===== config.mk =====
export PLATFORM = sky130hd
export DESIGN_NAME = watch_scan_mux
export DESIGN_NICKNAME = d
export VERILOG_FILES = /design/src/rtl/watch_scan_mux_pkg.sv /design/src/rtl/watch_scan_mux_btn_edge_sync.sv /design/src/rtl/watch_scan_mux.sv
export SDC_FILE = /design/constraint.sdc
export NUM_CORES = 2
export LEC_CHECK = 0
export CORE_MARGIN = 2
export CORE_UTILIZATION = 49
export CTS_CLUSTER_DIAMETER = 80
export CTS_CLUSTER_SIZE = 16
export DETAILED_ROUTE_END_ITERATION = 8
export PLACE_DENSITY_LB_ADDON = 0.05
export SLEW_MARGIN = 10
export SYNTH_ARGS = -nofsm -noshare
export SYNTH_HDL_FRONTEND = slang
export SYNTH_HIERARCHICAL = 1
export SYNTH_SLANG_ARGS = --single-unit

===== constraint.sdc =====
create_clock -name clk -period 2.6 [get_ports clk]
set_input_delay 0.52 -clock clk [delete_from_list [all_inputs] [get_ports clk]]
set_output_delay 0.52 -clock clk [all_outputs]
set_load 0.005 [all_outputs]

===== src/rtl/watch_scan_mux_pkg.sv =====
// Shared mode and state codes for the debug-watch selector.
package watch_scan_mux_pkg;

   localparam logic [1:0] MODE_MANUAL = 2'b00;
   localparam logic [1:0] MODE_SCAN   = 2'b01;
   localparam logic [1:0] MODE_FREEZE = 2'b10;

   typedef enum logic [1:0] {
      S_MAN  = 2'b00,
      S_SCAN = 2'b01,
      S_FRZ  = 2'b10
   } state_t;

   // Mode code 11 is an alias for manual.
   function automatic state_t mode_to_state(input logic [1:0] m);
      case (m)
         MODE_SCAN:   return S_SCAN;
         MODE_FREEZE: return S_FRZ;
         default:     return S_MAN;
      endcase
   endfunction

endpackage


===== src/rtl/watch_scan_mux_btn_edge_sync.sv =====
// Push-button synchroniser: 2-flop sync, then a registered one-clock rising-edge pulse.
module btn_edge_sync (
   input  logic clk,
   input  logic rst,
   input  logic btn,
   output logic pulse
);

   logic s1, s2, prev;

   always_ff @(posedge clk or negedge rst) begin
      if (!rst) begin
         s1    <= 1'b0;
         s2    <= 1'b0;
         prev  <= 1'b0;
         pulse <= 1'b0;
      end else begin
         s1    <= btn;
         s2    <= s1;
         prev  <= s2;
         pulse <= s2 & ~prev;
      end
   end

endmodule


===== src/rtl/watch_scan_mux.sv =====
// Debug-watch selector feeding LedDisplay: manual pick, timed auto-scan, or frozen snapshot.
module watch_scan_mux
   import watch_scan_mux_pkg::*;
#(
   parameter int NUM_CH   = 16,
   parameter int CH_W     = 32,
   parameter int SCAN_DIV = 50_000_000,
   localparam int SEL_W   = $clog2(NUM_CH)
) (
   input  logic                   clk,
   input  logic                   rst,
   input  logic [NUM_CH*CH_W-1:0] watch_bus,
   input  logic [1:0]             mode,
   input  logic [SEL_W-1:0]       sel_in,
   input  logic                   step,
   output logic [CH_W-1:0]        out,
   output logic [SEL_W-1:0]       cur_sel,
   output logic                   frozen
);

   localparam int PS_W = $clog2(SCAN_DIV);

   state_t                 state, state_nx;
   logic [PS_W-1:0]        presc, presc_nx;
   logic [SEL_W-1:0]       cur_sel_nx, sel_inc;
   logic                   frozen_nx, snap_ld, step_p, tc;
   logic [NUM_CH*CH_W-1:0] snapshot, src;
   logic [CH_W-1:0]        out_nx;

   btn_edge_sync u_step (
      .clk   (clk),
      .rst   (rst),
      .btn   (step),
      .pulse (step_p)
   );

   assign tc      = (presc == PS_W'(SCAN_DIV - 1));
   // Compare with >= so a raw out-of-range manual index still wraps cleanly.
   assign sel_inc = (int'(cur_sel) >= NUM_CH - 1) ? '0 : cur_sel + 1'b1;

   always_ff @(posedge clk or negedge rst) begin
      if (!rst) state <= S_MAN;
      else      state <= state_nx;
   end

   always_comb begin
      state_nx   = mode_to_state(mode);
      cur_sel_nx = cur_sel;
      presc_nx   = presc;
      frozen_nx  = 1'b0;
      snap_ld    = 1'b0;
      case (state_nx)
         S_MAN: begin
            cur_sel_nx = sel_in;
            presc_nx   = '0;
         end
         S_SCAN: begin
            if (state != S_SCAN) begin
               presc_nx = '0;
            end else if (tc || step_p) begin
               presc_nx   = '0;
               cur_sel_nx = sel_inc;
            end else begin
               presc_nx = presc + PS_W'(1);
            end
         end
         S_FRZ: begin
            frozen_nx = 1'b1;
            snap_ld   = (state != S_FRZ);
            if (step_p) cur_sel_nx = sel_inc;
         end
         default: ;
      endcase
   end

   // On the capture edge the snapshot equals watch_bus, so the live bus is muxed directly.
   assign src    = (frozen_nx && !snap_ld) ? snapshot : watch_bus;
   assign out_nx = (int'(cur_sel_nx) < NUM_CH) ? src[int'(cur_sel_nx)*CH_W +: CH_W] : '0;

   always_ff @(posedge clk or negedge rst) begin
      if (!rst) begin
         out      <= '0;
         cur_sel  <= '0;
         frozen   <= 1'b0;
         presc    <= '0;
         snapshot <= '0;
      end else begin
         out     <= out_nx;
         cur_sel <= cur_sel_nx;
         frozen  <= frozen_nx;
         presc   <= presc_nx;
         if (snap_ld) snapshot <= watch_bus;
      end
   end

endmodule

# After elaboration in Yosys (flattened, before gate mapping)
# Index checks and enable logic that the tools add are counted.
# classes
add_sub_neg	2
n_lt_le_gt_ge	1
n_eq_ne	7
shift	1
mux	12
bitwise_logic	2
reduce_logical	5
# op_table
cell	count
two-way mux 512 bit	1
variable part select 512 x 10 -> 32 bit	1
two-way mux 26 bit	2
one-hot mux 26 bit (2 select lines)	1
adder 26 x 1 -> 26 bit, second input constant	1
equality test 26 bit, second input constant	1
two-way mux 4 bit	4
one-hot mux 4 bit (3 select lines)	1
adder 4 x 1 -> 4 bit, second input constant	1
equality test 2 x 1 -> 1 bit, second input constant	2
equality test 2 bit, second input constant	2
>= comparator 4 bit, second input constant	1
one-hot mux 2 bit (2 select lines)	1
logical NOT 2 bit	1
two-way mux 1 bit	2
!= test 2 x 1 -> 1 bit, second input constant	1
!= test 2 bit, second input constant	1
nonzero test 2 bit	1
bitwise AND 1 bit	1
logical AND 1 bit	1
logical NOT 1 bit	1
logical OR 1 bit	1
NOT 1 bit	1
# totals
register_bits	581
in_bits	521
output_inout_bits	37
wordCells	40

# Depth between registers and ports, before layout
# logic_depth
word_depth	8
mapped_depth	17
depth_no_buf	11

# Hierarchy
# Netlist, hierarchy kept.
# by_module_without_submodules
mod	n_inst	cells_per_inst	area_per_inst_um2	seq_area_each_um2
watch_scan_mux	1	3075	32636.3	14413.8
btn_edge_sync	1	5	113.9	100.1

# Worst setup path before layout
# OpenSTA, ideal clock, no wires.
# synth_path
path_type	input port to flip-flop
start	input port mode[0]
end	register out[10]
setup_ns	0.130
arrival_ns	2.858
t_required_ns	2.470
path_slack_ns	-0.388
path_stages	14
path_buffers	4
path_cell_list	inv_1 > ha_1 > buf_2 > or3b_1 > a21o_1 > clkbuf_1 > nand2_1 > mux2i_4 > inv_4 > buf_6 > buf_4 > mux4_2 > a211oi_1 > nor4_2
# synth_via
elab_cells_between_ends	13
cone_classes	eq/ne: 4; shift: 1; mux: 5; reduce/logical: 3
# synth_rtl
item	line	source
start: declaration	watch_scan_mux.sv:13	input logic [1:0] mode,
equality test 2 bit or equality test 2 x 1 -> 1 bit (tied branches)	watch_scan_mux_pkg.sv:16	case (m)
one-hot mux 2 bit (2 select lines) *	watch_scan_mux_pkg.sv:16	
equality test 2 bit *	watch_scan_mux.sv:52	case (state_nx)
two-way mux 1 bit *	watch_scan_mux.sv:52	
named net frozen_nx	watch_scan_mux.sv:26	logic frozen_nx, snap_ld, step_p, tc;
logical AND 1 bit *	watch_scan_mux.sv:77	assign src = (frozen_nx && !snap_ld) ? snapshot : watch_bus;
two-way mux 512 bit *	watch_scan_mux.sv:77	
variable part select 512 x 10 -> 32 bit *	watch_scan_mux.sv:78	assign out_nx = (int'(cur_sel_nx) < NUM_CH) ? src[int'(cur_sel_nx)*CH_W +: CH_W] : '0;
named net out_nx[10]	watch_scan_mux.sv:28	logic [CH_W-1:0] out_nx;
end signal: assignment	watch_scan_mux.sv:88	out <= out_nx;
end: declaration	watch_scan_mux.sv:16	output logic [CH_W-1:0] out,
# The timed path passes the listed nets; every way through them passes the cells marked *.
# A chain may end at the register's enable or synchronous reset.

# Final worst setup path
# layout_path
start	register presc[0]
end	register out[13]
# layout_via
elab_chain_len	6
# layout_lines
item	line	source
start: declaration	watch_scan_mux.sv:24	logic [PS_W-1:0] presc, presc_nx;
start signal: assignment	watch_scan_mux.sv:91	presc <= presc_nx;
equality test 26 bit	watch_scan_mux.sv:37	assign tc = (presc == PS_W'(SCAN_DIV - 1));
logical OR 1 bit	watch_scan_mux.sv:60	end else if (tc || step_p) begin
two-way mux 4 bit	watch_scan_mux.sv:60	
two-way mux 4 bit	watch_scan_mux.sv:58	if (state != S_SCAN) begin
one-hot mux 4 bit (3 select lines)	watch_scan_mux.sv:52	
variable part select 512 x 10 -> 32 bit	watch_scan_mux.sv:78	
named net out_nx[13]	watch_scan_mux.sv:28	
# The timed path passes the listed nets, and every way through them passes these cells.

==> summary.md <==
| Metric | Value |
|---|---|
| Outcome | `finished, violations left` |
| Failing checks | `setup timing` |
| Fin. Hold Viols | `0` |
| Power, Total | `~28 mW` |
| Worst Clk Skew | `around 32 ps` |
| PnR worst setup slack | `-483.2 ps` |
| Critical path class | `reg2reg` |
| Mean area per synthesized cell | `10.63 µm²` |
| Buf/Inv on CP | `5` |
| Syn-to-layout area delta | `40.12%` |
| Max Fanout on Critical Path | `8` |
| Final max-slew violation count | `0` |
| Dominant cell type by area after synthesis | `dfrtp_1` |
| Dpl hpwl | `approximately 99,000 µm` |
| CP top delay family | `buffers and inverters` |
| Final min period | `3083 ps` |
| Post-synth top cells | `580 x dfrtp_1, 512 x mux2_2, 280 x nand2_1` |
| Die Area | `68,920 µm²` |
| Async set-reset flop share out of synthesis | `between 90% and 100%` |
| Vias in the first global route | `roughly 31,000` |
| CP Data Required Time | `between 3000 and 4000 ps` |
| Clock share of power | `around 25%` |
| Seq pwr share | `~41%` |
| Crit path max-delay cell type | `dfrtp_1` |
| Synth Net Count | `3,606` |
| FMAX | `about 320 MHz` |
| Routability cong. | `1.016` |
| Post-synthesis sequential area ratio | `between 40% and 50%` |
| Post-Synthesis Cells | `between 3,000 and 4,000` |
| Final net count | `4,382` |
| Via/cell ratio | `roughly 6.5` |
| Yosys top cell area share | `approximately 44%` |
| CTS buffer count | `45` |
| First-pass GRT wire length | `about 200,000 µm` |
| Net Sw Frac | `approximately 32%` |
| Initial antenna violation count | `36` |
| Core area | `65,980 µm²` |
| Clk root buf | `clkbuf_16` |
| CTS sink count | `580` |
| Top FF cell, synth | `dfrtp_1` |
| Layout cells sized above 1 | `33.10%` |
| Initial Util | `about half` |
| CP Launch Type | `register` |
| Final setup violation count | `32` |
| # fillers | `around 4,800` |
| Synthesized cell area | `32,750 µm²` |
| RSZ-0062 raised after global routing | `yes` |
| Count of input and output buffers | `between 500 and 600` |
| Max cap viols | `0` |
| CTS H-Tree Depth | `2` |
| Fin crit share | `118.6%` |
| Clock Tree Buf Depth | `3` |
| Final ANT Viol Nets | `0` |
| DIE WIDTH | `roughly 260 µm` |
| Dominant cell by count in the synthesized netlist | `dfrtp_1` |
| Sw Pwr | `about 9.1 mW` |
| Yosys warning total | `6` |
| Routed WL per cell | `around 28 µm` |
| Crit path DAT | `about 3600 ps` |
| Grt total ovfl | `0` |
| Largest stage delay, worst path | `430 ps` |
| Pwr per Cell Area | `613.8 nW/µm²` |
| Cell Rows | `94` |
| Synth cell types | `74` |
| Hold crit path type | `in2reg` |
| Yosys reg bits | `580` |
| Crit path top cell by count | `buf_12` |
| Leak | `about 19 nW` |
| CP Capture Type | `register` |
| Hold_ws | `around 380 ps` |
| Global Route Usage Sum | `about two fifths` |
| DRT Wirelength | `around 140,000 µm` |
| Pint | `between 15 and 20 mW` |
| Worst-path clk slew | `roughly 80 ps` |
| VDD IR max | `between 0.4 and 0.5 mV` |
| Logic pwr share | `33.5%` |
| Number of DRC markers in iteration 0 | `3,790` |
| DR DRC count | `0` |
| Die Y-Extent | `roughly 260 µm` |
| Clock Latency Late Sink | `roughly 630 ps` |
| Worst-Margin Slew | `606.6 ps` |
| Max transition margin | `about three fifths` |
| Worst path cell trace | `ha_4, nand4_4, nor4_4, a32oi_4, mux2i_4, buf_12, clkinv_16, buf_12, buf_6, mux4_2, a211oi_4, buf_4, nor4_2` |
| Post-synth EDFFs | `0` |
| Largest net degree at the start of global routing | `between 70 and 80` |
| Via count | `roughly 31,000` |
| CTS tree | `yes` |
| Top post-synthesis cells by area | `dfrtp_1 44%, mux2_2 18%, mux4_2 4.3%` |
| IO Pins | `~560` |
| Drt first pass iters | `9` |
==> state kept, by name, summed over array words and instances, names as in the netlist <==
register / cells
u_step/pulse: 1
state: 1
presc: 26
u_step/prev: 1
cur_sel: 4
snapshot: 512
u_step/s1: 1
u_step/s2: 1
out: 32
frozen: 1
==> cell type report <==
class / instances / area (µm²) / share of cell area, %
repair inverters: 2 / 32.53 / 0.07089
diodes: 37 / 92.59 / 0.2018
repair buffers: 1023 / 10730 / 23.38
multi-input cells: 2194 / 18000 / 39.22
well taps: 864 / 1081 / 2.356
flip-flops and latches: 580 / 14520 / 31.63
inverters: 10 / 77.57 / 0.1690
clock inverters: 12 / 185.2 / 0.4035
clock buffers: 52 / 1182 / 2.577
==> final timing paths <==
path                                 startpoint                   endpoint  slack, ps  cells after the start
setup / recovery           presc[0]$_DFFE_PN0P_          out[13]$_DFF_PN0_       -480                     13
max in group asynchronous                   rst  snapshot[300]$_DFFE_PN0P_       1210                      3
setup reg to reg           presc[0]$_DFFE_PN0P_          out[13]$_DFF_PN0_       -480                     13
hold / removal                             step        u_step/s1$_DFF_PN0_        380                      1
hold reg to reg             u_step/s1$_DFF_PN0_        u_step/s2$_DFF_PN0_        380                      0
min in group asynchronous                   rst  snapshot[409]$_DFFE_PN0P_        410                      2
==> cell families after synthesis <==
group           synth area share, %
compound gates                14.08
flops                         44.32
xor+xnor                     0.1605
mux                           25.04
simple gates                  12.03
fa+ha+maj                    0.1910
buf+inv                       4.183
==> routing by layer <==
metal	vias to the layer above	global-route usage, %	share of wire (%)
li1	13087	-	-
met1	15679	52.96	41
met2	1938	56.93	44
met3	364	6.728	9.4
met4	4	19.98	5.5
met5	-	0	0.016
==> power groups by stage <==
stage,Sequential [mW],Combinational [mW],Clock (mW)
final,11.6,9.43,7.11
after global routing,11.8,9.89,7.49
after CTS,11.6,8.99,7.16
after detailed placement,11.7,8.39,0
after global placement,11.6,8.19,0
after floorplan,11.4,4.40,0
==> cells in the final DEF, fill, tap and decap left out, types with 65 or more instances in the layout <==
cell type	count
a21oi_1	139
a31oi_1	85
buf_12	95
buf_4	321
clkdlybuf4s50_1	554
dfrtp_1	579
mux2_2	512
mux2i_1	97
nand2_1	274
nand2b_1	130
nand3_1	81
nor3_1	66
nor4_1	66
o211ai_1	65
o21ai_0	151
o22ai_1	151
==> what timing repair did <==
action | CTS | global route
setup endpoints to repair | 41 | 34
cloned | 12 | 4
endpoints found under the hold margin | 33 | 0
resized for setup | 126 | 71
pin swaps | 60 | 36
hold buffers | 1 | 0
setup buffers | 31 | 5
==> stage by stage <==
| stage | instance area (µm²) | cells | util, % | setup TNS, ps | worst slack, ps |
|---|---|---|---|---|---|
| floorplan | 33030 | 3080 | - | -2738 | -143.7 |
| global placement | 42720 | 4623 | 64.75 | -48780 | -1329 |
| detailed placement | 42720 | 4623 | 64.75 | -55090 | -1327 |
| CTS | 45340 | 4729 | 68.72 | -11100 | -405.2 |
| global route | 45880 | 4771 | 69.54 | -14800 | -544.2 |
| finish | 45890 | 4774 | 69.55 | -13020 | -483.2 |
No activity file was read; power rests on OpenSTA's default activity.
